$ cat src/rtl/mux4_scan_ctrl_pkg.sv
// Shared constants, state encoding and a bit-insert helper for the mux4 scan sequencer.
package mux4_scan_ctrl_pkg;

    // Mux data width and select width.
    localparam int unsigned DataW = 4;
    localparam int unsigned SelW  = 2;
    localparam int unsigned CntW  = 4;

    // Last select value; reaching it ends the scan instead of wrapping.
    localparam logic [SelW-1:0] SelLast = 2'd3;

    // Sequencer states with fixed encodings.
    typedef enum logic [1:0] {
        StIdle = 2'd0,
        StScan = 2'd1,
        StDone = 2'd2
    } state_e;

    // Return data with bit idx replaced by val.
    function automatic logic [DataW-1:0] set_bit(
        input logic [DataW-1:0] data,
        input logic [SelW-1:0]  idx,
        input logic             val
    );
        logic [DataW-1:0] r;
        r      = data;
        r[idx] = val;
        return r;
    endfunction

endpackage

$ cat src/rtl/multiplexer4to1.sv
// Plain combinational 4-to-1 multiplexer: out = i[s].
module multiplexer4to1 (
    input  logic [3:0] i,
    input  logic [1:0] s,
    output logic       out
);

    // Select one of the four data bits.
    always_comb begin
        out = i[s];
    end

endmodule

$ cat src/rtl/mux4_scan_loop.sv
// Loopback wrapper: the scan sequencer driving a multiplexer4to1 and reading it back.
module mux4_scan_loop #(
    parameter int unsigned DWELL = 1
) (
    input  logic       clk,
    input  logic       rst_n,
    input  logic       in_valid,
    output logic       in_ready,
    input  logic [3:0] in_data,
    output logic       out_valid,
    input  logic       out_ready,
    output logic [3:0] out_data,
    output logic       out_err
);

    logic [3:0] mux_i;
    logic [1:0] mux_s;
    logic       mux_out;

    mux4_scan_ctrl #(
        .DWELL (DWELL)
    ) u_ctrl (
        .clk       (clk),
        .rst_n     (rst_n),
        .in_valid  (in_valid),
        .in_ready  (in_ready),
        .in_data   (in_data),
        .mux_i     (mux_i),
        .mux_s     (mux_s),
        .mux_out   (mux_out),
        .out_valid (out_valid),
        .out_ready (out_ready),
        .out_data  (out_data),
        .out_err   (out_err)
    );

    multiplexer4to1 u_mux (
        .i   (mux_i),
        .s   (mux_s),
        .out (mux_out)
    );

endmodule

$ cat src/rtl/mux4_scan_ctrl.sv
// Scan sequencer: accepts a 4-bit word, drives it onto a 4-to-1 mux, walks the select
// lines 0..3, rebuilds the word from the mux output and reports it with a mismatch flag.
module mux4_scan_ctrl
    import mux4_scan_ctrl_pkg::*;
#(
    parameter int unsigned DWELL = 1  // cycles per select value, 1..15
) (
    input  logic             clk,
    input  logic             rst_n,
    input  logic             in_valid,
    output logic             in_ready,
    input  logic [DataW-1:0] in_data,
    output logic [DataW-1:0] mux_i,
    output logic [SelW-1:0]  mux_s,
    input  logic             mux_out,
    output logic             out_valid,
    input  logic             out_ready,
    output logic [DataW-1:0] out_data,
    output logic             out_err
);

    // Dwell count at which the current select value is sampled.
    localparam logic [CntW-1:0] DwellLast = CntW'(DWELL - 1);

    state_e           state_q,    state_d;
    logic [DataW-1:0] mux_i_q,    mux_i_d;
    logic [SelW-1:0]  mux_s_q,    mux_s_d;
    logic [DataW-1:0] cap_q,      cap_d;
    logic [CntW-1:0]  dwell_q,    dwell_d;
    logic [DataW-1:0] out_data_q, out_data_d;
    logic             out_err_q,  out_err_d;

    // Next-state and handshake logic; everything holds unless a state says otherwise.
    always_comb begin
        state_d    = state_q;
        mux_i_d    = mux_i_q;
        mux_s_d    = mux_s_q;
        cap_d      = cap_q;
        dwell_d    = dwell_q;
        out_data_d = out_data_q;
        out_err_d  = out_err_q;
        in_ready   = 1'b0;

        case (state_q)
            StIdle: begin
                in_ready = 1'b1;
                if (in_valid) begin
                    mux_i_d = in_data;
                    cap_d   = '0;
                    mux_s_d = '0;
                    dwell_d = '0;
                    state_d = StScan;
                end
            end
            StScan: begin
                if (dwell_q == DwellLast) begin
                    dwell_d = '0;
                    cap_d   = set_bit(cap_q, mux_s_q, mux_out);
                    if (mux_s_q == SelLast) begin
                        // Result registers load once, so they stay stable throughout DONE.
                        out_data_d = cap_d;
                        out_err_d  = (cap_d != mux_i_q);
                        state_d    = StDone;
                    end else begin
                        mux_s_d = mux_s_q + 2'd1;
                    end
                end else begin
                    dwell_d = dwell_q + 4'd1;
                end
            end
            StDone: begin
                // in_valid is ignored here; the next accept waits for IDLE.
                if (out_ready) begin
                    state_d = StIdle;
                end
            end
            default: begin
                state_d = StIdle;
            end
        endcase
    end

    // State and datapath registers with synchronous active-low reset.
    always_ff @(posedge clk) begin
        if (!rst_n) begin
            state_q    <= StIdle;
            mux_i_q    <= '0;
            mux_s_q    <= '0;
            cap_q      <= '0;
            dwell_q    <= '0;
            out_data_q <= '0;
            out_err_q  <= 1'b0;
        end else begin
            state_q    <= state_d;
            mux_i_q    <= mux_i_d;
            mux_s_q    <= mux_s_d;
            cap_q      <= cap_d;
            dwell_q    <= dwell_d;
            out_data_q <= out_data_d;
            out_err_q  <= out_err_d;
        end
    end

    // Output drive from registered state.
    always_comb begin
        mux_i     = mux_i_q;
        mux_s     = mux_s_q;
        out_valid = (state_q == StDone);
        out_data  = out_data_q;
        out_err   = out_err_q;
    end

endmodule

$ cat config.mk
export PLATFORM = sky130hd
export DESIGN_NAME = mux4_scan_loop
export DESIGN_NICKNAME = d
export VERILOG_FILES = /design/src/rtl/mux4_scan_ctrl_pkg.sv /design/src/rtl/multiplexer4to1.sv /design/src/rtl/mux4_scan_loop.sv /design/src/rtl/mux4_scan_ctrl.sv
export SDC_FILE = /design/constraint.sdc
export NUM_CORES = 1
export LEC_CHECK = 0
export ABC_CLOCK_PERIOD_IN_PS = 1630
export BUFFER_PORTS_ARGS = -buffer_cell sky130_fd_sc_hd__buf_2
export CELL_PAD_IN_SITES_DETAIL_PLACEMENT = 0
export CELL_PAD_IN_SITES_GLOBAL_PLACEMENT = 1
export CORE_ASPECT_RATIO = 0.9
export CORE_MARGIN = 2
export CORE_UTILIZATION = 38
export DETAILED_ROUTE_END_ITERATION = 10
export PLACE_DENSITY = 0.78
export SYNTH_ARGS = -nofsm -noshare
export SYNTH_HDL_FRONTEND = slang
export SYNTH_SLANG_ARGS = --single-unit
$ cat constraint.sdc
create_clock -name clk -period 1.63 [get_ports clk]
set_clock_uncertainty 0.1 [all_clocks]
set_input_delay 0.326 -clock clk [delete_from_list [all_inputs] [get_ports clk]]
set_output_delay 0.326 -clock clk [all_outputs]
set_load 0.05 [all_outputs]
# Word level (Yosys, flattened, before mapping)
# Index checks and enable logic that the tools add are counted.
[word_totals] regBits=21 input_bits=8 out_inout_bits=7 elab_cells=50
[op_classes] add_sub_neg=2 magnitude_cmp=2 n_eq_ne=9 muxes=20 n_reduce_logical=10
[ops] operator="case mux 4 bit (2 select lines)" count=2
[ops] operator="two-way mux 2 bit" count=7
[ops] operator="two-way mux 4 bit" count=3
[ops] operator="AND reduction 4 bit" count=2
[ops] operator="inequality test 2 x 1 -> 1 bit (second input constant)" count=3
[ops] operator="case mux 2 bit (3 select lines)" count=1
[ops] operator="AND reduction 3 bit" count=2
[ops] operator="adder 4 x 1 -> 4 bit (second input constant)" count=1
[ops] operator="bitwise mux 4 bit" count=1
[ops] operator="== test 2 bit (second input constant)" count=2
[ops] operator="logical NOT 4 bit" count=1
[ops] operator="inequality test 2 bit (second input constant)" count=2
[ops] operator="inequality test 4 bit" count=1
[ops] operator="case mux 2 bit (2 select lines)" count=1
[ops] operator="AND reduction 2 bit" count=2
[ops] operator="< comparator 2 x 3 -> 1 bit (second input constant)" count=1
[ops] operator="two-way mux 1 bit" count=3
[ops] operator="adder 2 x 1 -> 2 bit (second input constant)" count=1
[ops] operator="binary-select mux 1 bit (select 2 bit)" count=1
[ops] operator="demux 1 bit (select 2 bit)" count=1
[ops] operator="== test 2 x 1 -> 1 bit (second input constant)" count=1
[ops] operator="greater-or-equal comparator 2 x 1 -> 1 bit (second input constant)" count=1
[ops] operator="logical NOT 2 bit" count=1
[ops] operator="nonzero test 2 bit" count=1
[ops] operator="logical AND 1 bit" count=1

# Depth between registers and ports, before layout
# Gate-level depths: netlist of run 1.
[logic_depth] ltp_word=7 mapped_depth=8 depth_no_buf=7

# Modules after synthesis
# From an unflattened synthesis of run 1, not the netlist that was laid out.
[unflattened] hier_cells=115 hier_area_um2=1107.3
[by_module_without_submodules] module="mux4_scan_ctrl" instances=1 cells_each=114 area_each_um2=1084.8 seq_area_each_um2=420.4
[by_module_without_submodules] module="multiplexer4to1" instances=1 cells_each=1 area_each_um2=22.5 seq_area_each_um2=0.0

# Least setup slack after synthesis of run 1
# OpenSTA, ideal clock, no wires.
[synth_path] path_kind="register -> register" startpoint="register u_ctrl.state_q[1]" endpoint="register u_ctrl.mux_s_q[0] (netlist: u_ctrl.mux_s[0])" setup_ps=116 arrival_time_ps=1750 required_time_ps=1414 setup_slack_ps=-336 stages_incl_launch_ff=7 n_path_buf=1 synth_period_minus_slack_ps=1966 path_cell_list="dfxtp_1 nor2_1 and2_1 clkbuf_1 nor2_1 mux2i_1 nor2b_1"
[synth_via] elab_chain_cells=3 elab_cells_between_ends=8 cone_classes="eq/ne (4); mux (1); reduce/logical (3)"
[synth_lines] element="start, declared" line_no="mux4_scan_ctrl.sv:25" source="state_e state_q, state_d;"
[synth_lines] element="start signal, assigned" line_no="mux4_scan_ctrl.sv:86" source="state_q <= StIdle;"
[synth_lines] element="start signal, assigned" line_no="mux4_scan_ctrl.sv:94" source="state_q <= state_d;"
[synth_lines] element="== test 2 x 1 -> 1 bit or logical NOT 2 bit (tied branches)" line_no="mux4_scan_ctrl.sv:44" source="case (state_q)"
[synth_lines] element="inequality test 2 bit (no line) (tied with other cells)"
[synth_lines] element="AND reduction 4 bit (no line)"
[synth_lines] element="end signal, assigned" line_no="mux4_scan_ctrl.sv:96" source="mux_s_q <= mux_s_d;"
[synth_lines] element="end, declared" line_no="mux4_scan_ctrl.sv:27" source="logic [SelW-1:0] mux_s_q, mux_s_d;"
# Parallel ways exist; a longest one is shown, timed or not.
# A chain may end at the register's enable or synchronous reset.

# Worst setup path in the final report of run 1
[layout_path] startpoint="register u_ctrl.mux_s_q[1] (netlist: u_ctrl.mux_s[1])" endpoint="register u_ctrl.out_data_q[1] (netlist: u_ctrl.out_data[1])"
[layout_via] elab_chain_cells=5 elab_cells_between_ends=10 cone_classes="order compare (2); eq/ne (1); mux (5); reduce/logical (2)"
[layout_lines] element="< comparator 2 x 3 -> 1 bit (implied by the code) or greater-or-equal comparator 2 x 1 -> 1 bit (tied branches)" line_no="mux4_scan_ctrl_pkg.sv:27" source="r[idx] = val;"
[layout_lines] element="logical AND 1 bit (implied by the code)" line_no="mux4_scan_ctrl_pkg.sv:27"
[layout_lines] element="two-way mux 1 bit (implied by the code)" line_no="mux4_scan_ctrl_pkg.sv:27"
[layout_lines] element="demux 1 bit (select 2 bit)"
[layout_lines] element="bitwise mux 4 bit" line_no="mux4_scan_ctrl_pkg.sv:27"
[layout_lines] element="end signal, assigned" line_no="mux4_scan_ctrl.sv:99" source="out_data_q <= out_data_d;"
[layout_lines] element="end, declared" line_no="mux4_scan_ctrl.sv:30" source="logic [DataW-1:0] out_data_q, out_data_d;"
# Parallel ways exist; a longest one is shown, timed or not. The select of a mux whose other input is x is not followed.

==> metrics.md, run 1 <==
| Metric | Value |
|---|---|
| Run status | finished with violations |
| Violated checks | negative setup slack |
| Final Max Tran Viols | 0 |
| Worst path slowest cell | mux4_2 |
| Post-synthesis register bit count | 20 |
| Setup TNS | -65.1 ps |
| Setup violators final | 2 |
| Post-synth EDFFs | 0 |
| Total track usage | 0.150 |
| Post-synth top area share | 0.360 |
| Synthesized Nets | 141 |
| Post-synthesis instance area | 1110 um^2 |
| Hold Startpoint | in_data[3] |
| Reg2Reg Depth | 4 |
| Root Driver | clkbuf_4 |
| Synthesis warning total | 0 |
| Die ar. | 3380 um^2 |
| Vias in the first global route | 846 |
| Fraction of layout cells with a size suffix above 1 | 0.388 |
| Final worst-path cycle share | 1.02 |
| RSZ-0062 raised after global routing | yes |
| Startpoint types | register |
| Synth area leaders | dfxtp_1 36%, nor2b_1 7.3%, ha_1 6.7%, mux2i_1 6.3%, nand2_1 4.7% |
| Crit path DAT | 1780 ps |
| Core area | 2770 um^2 |
| CP endpoint kind | register |
| Max Cap Violations | 0 |
| Distinct cell type count after synthesis | 33 |
| Crit path cell chain | mux4_2 -> mux2i_1 -> o21ai_0 -> and2_1 |
| Ys async rst share | 0 |
| First-pass GRT wire length | 3860 um |
| Grt total ovfl | 0 |
| Worst r2r src | u_ctrl.mux_s[1]$_SDFFE_PN0P_ |
| CP Class | reg -> reg |
| Initial core utilization | 0.402 |
| Most common library cells after synthesis | 20 x dfxtp_1, 14 x nand2_1, 13 x nor2b_1 |
| Largest net degree at the start of global routing | 21 |
| Reg2reg setup slack | -40 ps |
| Crit-path max cell delay | 580 ps |
| Die W | 61.1 um |
| Nets | 176 |
| Hold Path Depth | 3 |
| IO Port Bufs | 14 |
| Worst-path maximum fanout | 5 |
| Initial antenna violation count | 0 |
| Max clock buf depth | 2 |
| Area growth syn-to-layout | 31.2% |
| WP data required | 1740 ps |
| Mean post-synth cell area | 8.77 um^2 |
| Vias | 980 |
| Hold EP | u_ctrl.mux_i[3]$_SDFFE_PN0P_ |
| HP Class | in -> reg |
| Rel. slew slack | 0.764 |
| Synth area leader | dfxtp_1 |
| Seq/Total Area, Yosys | 0.360 |
| Ant diodes | 0 |
| Final worst setup slack | -37.3 ps |
| Drt via density | 4.90 |
| DP HPWL | 1850 um |
| Worst Tran Pin Value | 354 ps |
| CTS buffer count | 3 |
| Antenna-violating nets left | 0 |
| FP Rows | 18 |
| DRT Pass-1 Iters | 4 |
| Pwr dens | 619 nW/um^2 |
| Clock transition at path regs | 120 ps |
| Mapped Cells | 127 |
| Hold Vio Cnt, Final | 0 |
| Die height | 55.4 um |
| Fmax | 0.600 GHz |
| CTS tree | yes |
| Leak pwr | 0.000634 uW |
| Ports | 15 |
| Worst-Skew Late Latency | 300 ps |
| Ys flop type | dfxtp_1 |
| # H-tree levels | 1 |
| Maximum VDD drop | 0.320 mV |
| FF-to-FF End | u_ctrl.out_data[1]$_SDFFE_PN0P_ |
| Most frequent cell after synthesis | dfxtp_1 |
| Dpl cells | 196 |
| Count of non-filler cells in the finished layout | 200 |
| Post-route minimum period | 1670 ps |
| Initial DRC count | 35 |
| GP Congestion | 0.785 |
| Routed WL per cell | 11.9 um |
| CTS sink count | 20 |
| Routed wire length | 2380 um |
| DRC Markers | 0 |
==> power by group <==
| part | internal, uW | switching, uW |
|---|---|---|
| combinational | 75.5 | 80.3 |
| clock | 86.1 | 155 |
| sequential | 500 | 8.14 |
| total | 662 | 243 |
==> critical path, delay by kind of cell (launching register included) <==
kind / cells / cell delay (ps)
compound gates: 1 / 100
flops: 1 / 370
mux: 2 / 840
simple gates: 1 / 150
==> registers in the layout (all words and copies together) (netlist names) <==
name             flops
u_ctrl.cap_q         3
u_ctrl.dwell_q       4
u_ctrl.mux_i         4
u_ctrl.mux_s         2
u_ctrl.out_data      4
u_ctrl.out_err       1
u_ctrl.state_q       2
==> worst max-delay path by stage <==
stage | start | endpoint | slack, ps | depth (start not counted)
3_5_place_dp | u_ctrl.dwell_q[0]$_SDFFE_PN0P_ | u_ctrl.cap_q[0]$_SDFFE_PN0P_ | -100 | 7
6_report | u_ctrl.mux_s[1]$_SDFFE_PN0P_ | u_ctrl.out_data[1]$_SDFFE_PN0P_ | -40 | 4
3_3_place_gp | u_ctrl.dwell_q[0]$_SDFFE_PN0P_ | u_ctrl.mux_s[0]$_SDFFE_PN0P_ | -70 | 7
2_1_floorplan | u_ctrl.dwell_q[0]$_SDFFE_PN0P_ | u_ctrl.mux_s[0]$_SDFFE_PN0P_ | -20 | 7
5_1_grt | u_ctrl.mux_s[1]$_SDFFE_PN0P_ | u_ctrl.out_err$_SDFFE_PN0P_ | -140 | 5
4_1_cts | u_ctrl.mux_s[1]$_SDFFE_PN0P_ | u_ctrl.out_data[1]$_SDFFE_PN0P_ | -30 | 4
==> per-stage QoR <==
step | total power (uW) | hold slack (ps) | util | instance area [um^2] | setup slack, ps
floorplan | 612 | 363 | - | 1120 | -17.3
global placement | 664 | 352 | 0.495 | 1370 | -74.4
detailed placement | 667 | 370 | 0.495 | 1370 | -101
CTS | 907 | 173 | 0.518 | 1430 | -29.5
global route | 959 | 170 | 0.528 | 1460 | -140
finish | 905 | 173 | 0.528 | 1460 | -37.3
==> layer usage <==
metal	part of all wire	track usage
met4	0.0042	0.0466
met1	0.50	0.225
met2	0.46	0.214
met3	0.028	0.0281
met5	0	0
==> kinds of logic after synthesis <==
| family | synth area share |
|---|---|
| simple gates | 0.264 |
| compound gates | 0.151 |
| flops | 0.360 |
| buf+inv | 0.0314 |
| mux | 0.103 |
| fa+ha+maj | 0.0674 |
| xor+xnor | 0.0236 |
==> placed cells by master, fill, tap and decap left out, types with 2 or more instances in the layout <==
master    instances
o21ai_0           5
dfxtp_2           5
a21boi_0          4
a21oi_1           3
a31oi_1           3
clkbuf_4          3
nor2_1            9
and2_1            2
mux2i_1           7
and3_1            3
o21ai_1           3
nor3b_2           2
inv_2             3
nor2b_1          13
ha_1              4
nand4_1           2
nand2_1          12
dfxtp_1          15
buf_2            13
buf_4            21
xnor2_1           2
nand3_1           2
==> layout make-up <==
| cell class | instances | area, um^2 |
|---|---|---|
| fillers | 267 | 1310 |
| flip-flops and latches | 20 | 407 |
| clock buffers | 3 | 22.5 |
| repair buffers | 35 | 234 |
| inverters | 4 | 15.0 |
| well taps | 40 | 50.0 |
| multi-input cells | 98 | 733 |
==> what timing repair did <==
item | CTS | global route
setup buffers | 1 | 0
pin swaps | 3 | 2
hold buffers | 0 | 0
setup endpoints to repair | 9 | 10
resized for setup | 10 | 15
Power figures use the tool's default switching activity.
==> run 2, diff against run 1 <==
--- a/config.mk
+++ b/config.mk
@@ -7,11 +7,9 @@
 export LEC_CHECK = 0
 export ABC_CLOCK_PERIOD_IN_PS = 1630
 export BUFFER_PORTS_ARGS = -buffer_cell sky130_fd_sc_hd__buf_2
-export CELL_PAD_IN_SITES_DETAIL_PLACEMENT = 0
-export CELL_PAD_IN_SITES_GLOBAL_PLACEMENT = 1
 export CORE_ASPECT_RATIO = 0.9
 export CORE_MARGIN = 2
-export CORE_UTILIZATION = 38
+export CORE_UTILIZATION = 50
 export DETAILED_ROUTE_END_ITERATION = 10
 export PLACE_DENSITY = 0.78
 export SYNTH_ARGS = -nofsm -noshare
==> run 2 against run 1 <==
  * The run still ends with negative setup slack left
  * Critical path type unchanged
  * Die area fell by 22%
  * Design area fell by 0.43%
  * First-iteration DRC count down 20%
  * Maximum frequency fell by 2.7%
==> metrics.md, run 2 (synthesis gave the netlist of run 1 again) <==
| Metric | Value |
|---|---|
| Run status | finished with violations (unchanged) |
| Violated checks | negative setup slack (unchanged) |
| Area growth syn-to-layout | 30.7% (was 31.2%) |
| Max Cap Violations | 0 (unchanged) |
| GP Congestion | 0.931 (was 0.785) |
| Vias in the first global route | 1017 (was 846) |
| DP HPWL | 1880 um (was 1850 um) |
| Post-CTS Hold Buffers | 0 (unchanged) |
| First-pass GRT wire length | 4370 um (was 3860 um) |
| Post-route minimum period | 1710 ps (was 1670 ps) |
| Dpl ws | -124 ps (was -101 ps) |
| Initial DRC count | 28 (was 35) |
| RSZ-0062 raised after global routing | yes (unchanged) |
| IO Port Bufs | 14 (unchanged) |
| Crit-path max cell delay | 590 ps (was 580 ps) |
| Largest net degree at the start of global routing | 21 (unchanged) |
| Worst-path maximum fanout | 5 (unchanged) |
| Routed wire length | 2740 um (was 2380 um) |
| Commonest non-fill, non-tap cell in the layout | buf_4 (unchanged) |
| Worst path slowest cell | mux4_2 (unchanged) |
| Hold Vio Cnt, Final | 0 (unchanged) |
| Routed WL per cell | 14.8 um (was 11.9 um) |
| DRC Markers | 0 (unchanged) |
| Die height | 48.8 um (was 55.4 um) |
| Worst-Skew Late Latency | 300 ps (about the same) |
| Most frequent cells in the layout | 18 x buf_4, 15 x dfxtp_1, 13 x nor2b_1, 13 x buf_2, 11 x nand2_1 (was 21 x buf_4, 15 x dfxtp_1, 13 x nor2b_1, 13 x buf_2, 12 x nand2_1) |
| Crit path DAT | 1810 ps (was 1780 ps) |
| Fmax | 0.584 GHz (was 0.600 GHz) |
| CP Class | reg -> reg (unchanged) |
| Maximum VDD drop | 0.408 mV (was 0.320 mV) |
| Setup TNS | -104 ps (was -65.1 ps) |
| CTS tree | yes (unchanged) |
| Final worst setup slack | -83.7 ps (was -37.3 ps) |
| Ant diodes | 0 (unchanged) |
| Clock transition at path regs | 110 ps (was 120 ps) |
| Total track usage | 0.226 (was 0.150) |
| DRT Pass-1 Iters | 4 (unchanged) |
| CTS buffer count | 3 (unchanged) |
| Initial antenna violation count | 0 (unchanged) |
| Die W | 53.7 um (was 61.1 um) |
| Antenna-violating nets left | 0 (unchanged) |
| Max clock buf depth | 2 (unchanged) |
| Rel. slew slack | 0.743 (was 0.764) |
| Initial core utilization | 0.520 (was 0.402) |
| Vias | 1029 (was 980) |
| Die ar. | 2620 um^2 (was 3380 um^2) |
| Drt via density | 5.56 (was 4.90) |
| Nets | 174 (was 176) |
| Worst Tran Pin Value | 386 ps (was 354 ps) |
| Ports | 15 (unchanged) |
| Final Cell Area | 1460 um^2 (about the same) |
| Bufs and invs on worst path | 0 (unchanged) |
| Hold WS | 179 ps (was 173 ps) |
| FP Rows | 16 (was 18) |
| Setup violators final | 3 (was 2) |
| Grt total ovfl | 0 (unchanged) |
| Core area | 2140 um^2 (was 2770 um^2) |
| Delay-heaviest family, CP | multiplexers (unchanged) |
| Placed cell areas | 1330 um^2 (was 1370 um^2) |
| CP endpoint kind | register (unchanged) |
| Leak pwr | 0.000623 uW (was 0.000634 uW) |
| WP data required | 1720 ps (was 1740 ps) |
| Fraction of layout cells with a size suffix above 1 | 0.405 (was 0.388) |
| Startpoint types | register (unchanged) |
| Crit path cell chain | mux4_2 -> mux2i_4 -> xnor2_1 -> a31oi_1 -> a21oi_1 (was mux4_2 -> mux2i_1 -> o21ai_0 -> and2_1) |
| CTS sink count | 20 (unchanged) |
| Pwr dens | 623 nW/um^2 (was 619 nW/um^2) |
| HP Class | in -> reg (unchanged) |
| Final Max Tran Viols | 0 (unchanged) |
| Root Driver | clkbuf_4 (unchanged) |
| Final worst-path cycle share | 1.05 (was 1.02) |
| # H-tree levels | 1 (unchanged) |
-- run 2: path summary, 6_finish.rpt --
kind / startpoint / to / slack (ps) / cells past startpoint
max: u_ctrl.mux_s[1]$_SDFFE_PN0P_ / u_ctrl.out_err$_SDFFE_PN0P_ / -80 / 5
max reg2reg: u_ctrl.mux_s[1]$_SDFFE_PN0P_ / u_ctrl.out_err$_SDFFE_PN0P_ / -80 / 5
min: in_data[2] / u_ctrl.mux_i[2]$_SDFFE_PN0P_ / 180 / 3
min reg2reg: u_ctrl.out_data[3]$_SDFFE_PN0P_ / u_ctrl.out_data[3]$_SDFFE_PN0P_ / 380 / 2
-- run 2: routing by layer --
layer | wire (um) | share of wire | GRT usage | up-vias
met5 | 0 | 0 | 0 | -
met4 | 51 | 0.019 | 0.115 | 0
met3 | 158 | 0.058 | 0.0276 | 6
met2 | 1350 | 0.49 | 0.360 | 36
met1 | 1180 | 0.43 | 0.293 | 484
li1 | - | - | - | 503
-- run 2: where the power goes --
group	switching, uW	internal [uW]
clock	150	86.2
combinational	85.8	75.4
sequential	9.71	499
total	246	660
-- run 2: worst register-to-register path, cell delays in order (launching register included) --
cell and delay (ps):
dfxtp_4 380, mux4_2 590, mux2i_4 200, xnor2_1 90
a31oi_1 160, a21oi_1 100
-- run 2: area by class of cell --
type | count | area (um^2)
multi-input cells | 98 | 752
flip-flops and latches | 20 | 409
well taps | 27 | 33.8
repair buffers | 33 | 223
clock buffers | 3 | 22.5
fillers | 165 | 687
inverters | 4 | 15.0
-- run 2: what timing repair did --
action                     in CTS  in global routing
resized for setup              17                 15
pin swaps                       4                 10
buffers inserted                2                  0
gates cloned                    0                  0
setup endpoints to repair      11                 11
-- run 2: through the flow --
step                power [uW]  std cells   util
floorplan                  612        127      -
global placement           659        180  0.623
detailed placement         665        180  0.623
CTS                        900        185  0.661
global route               944        185  0.679
finish                     906        185  0.679
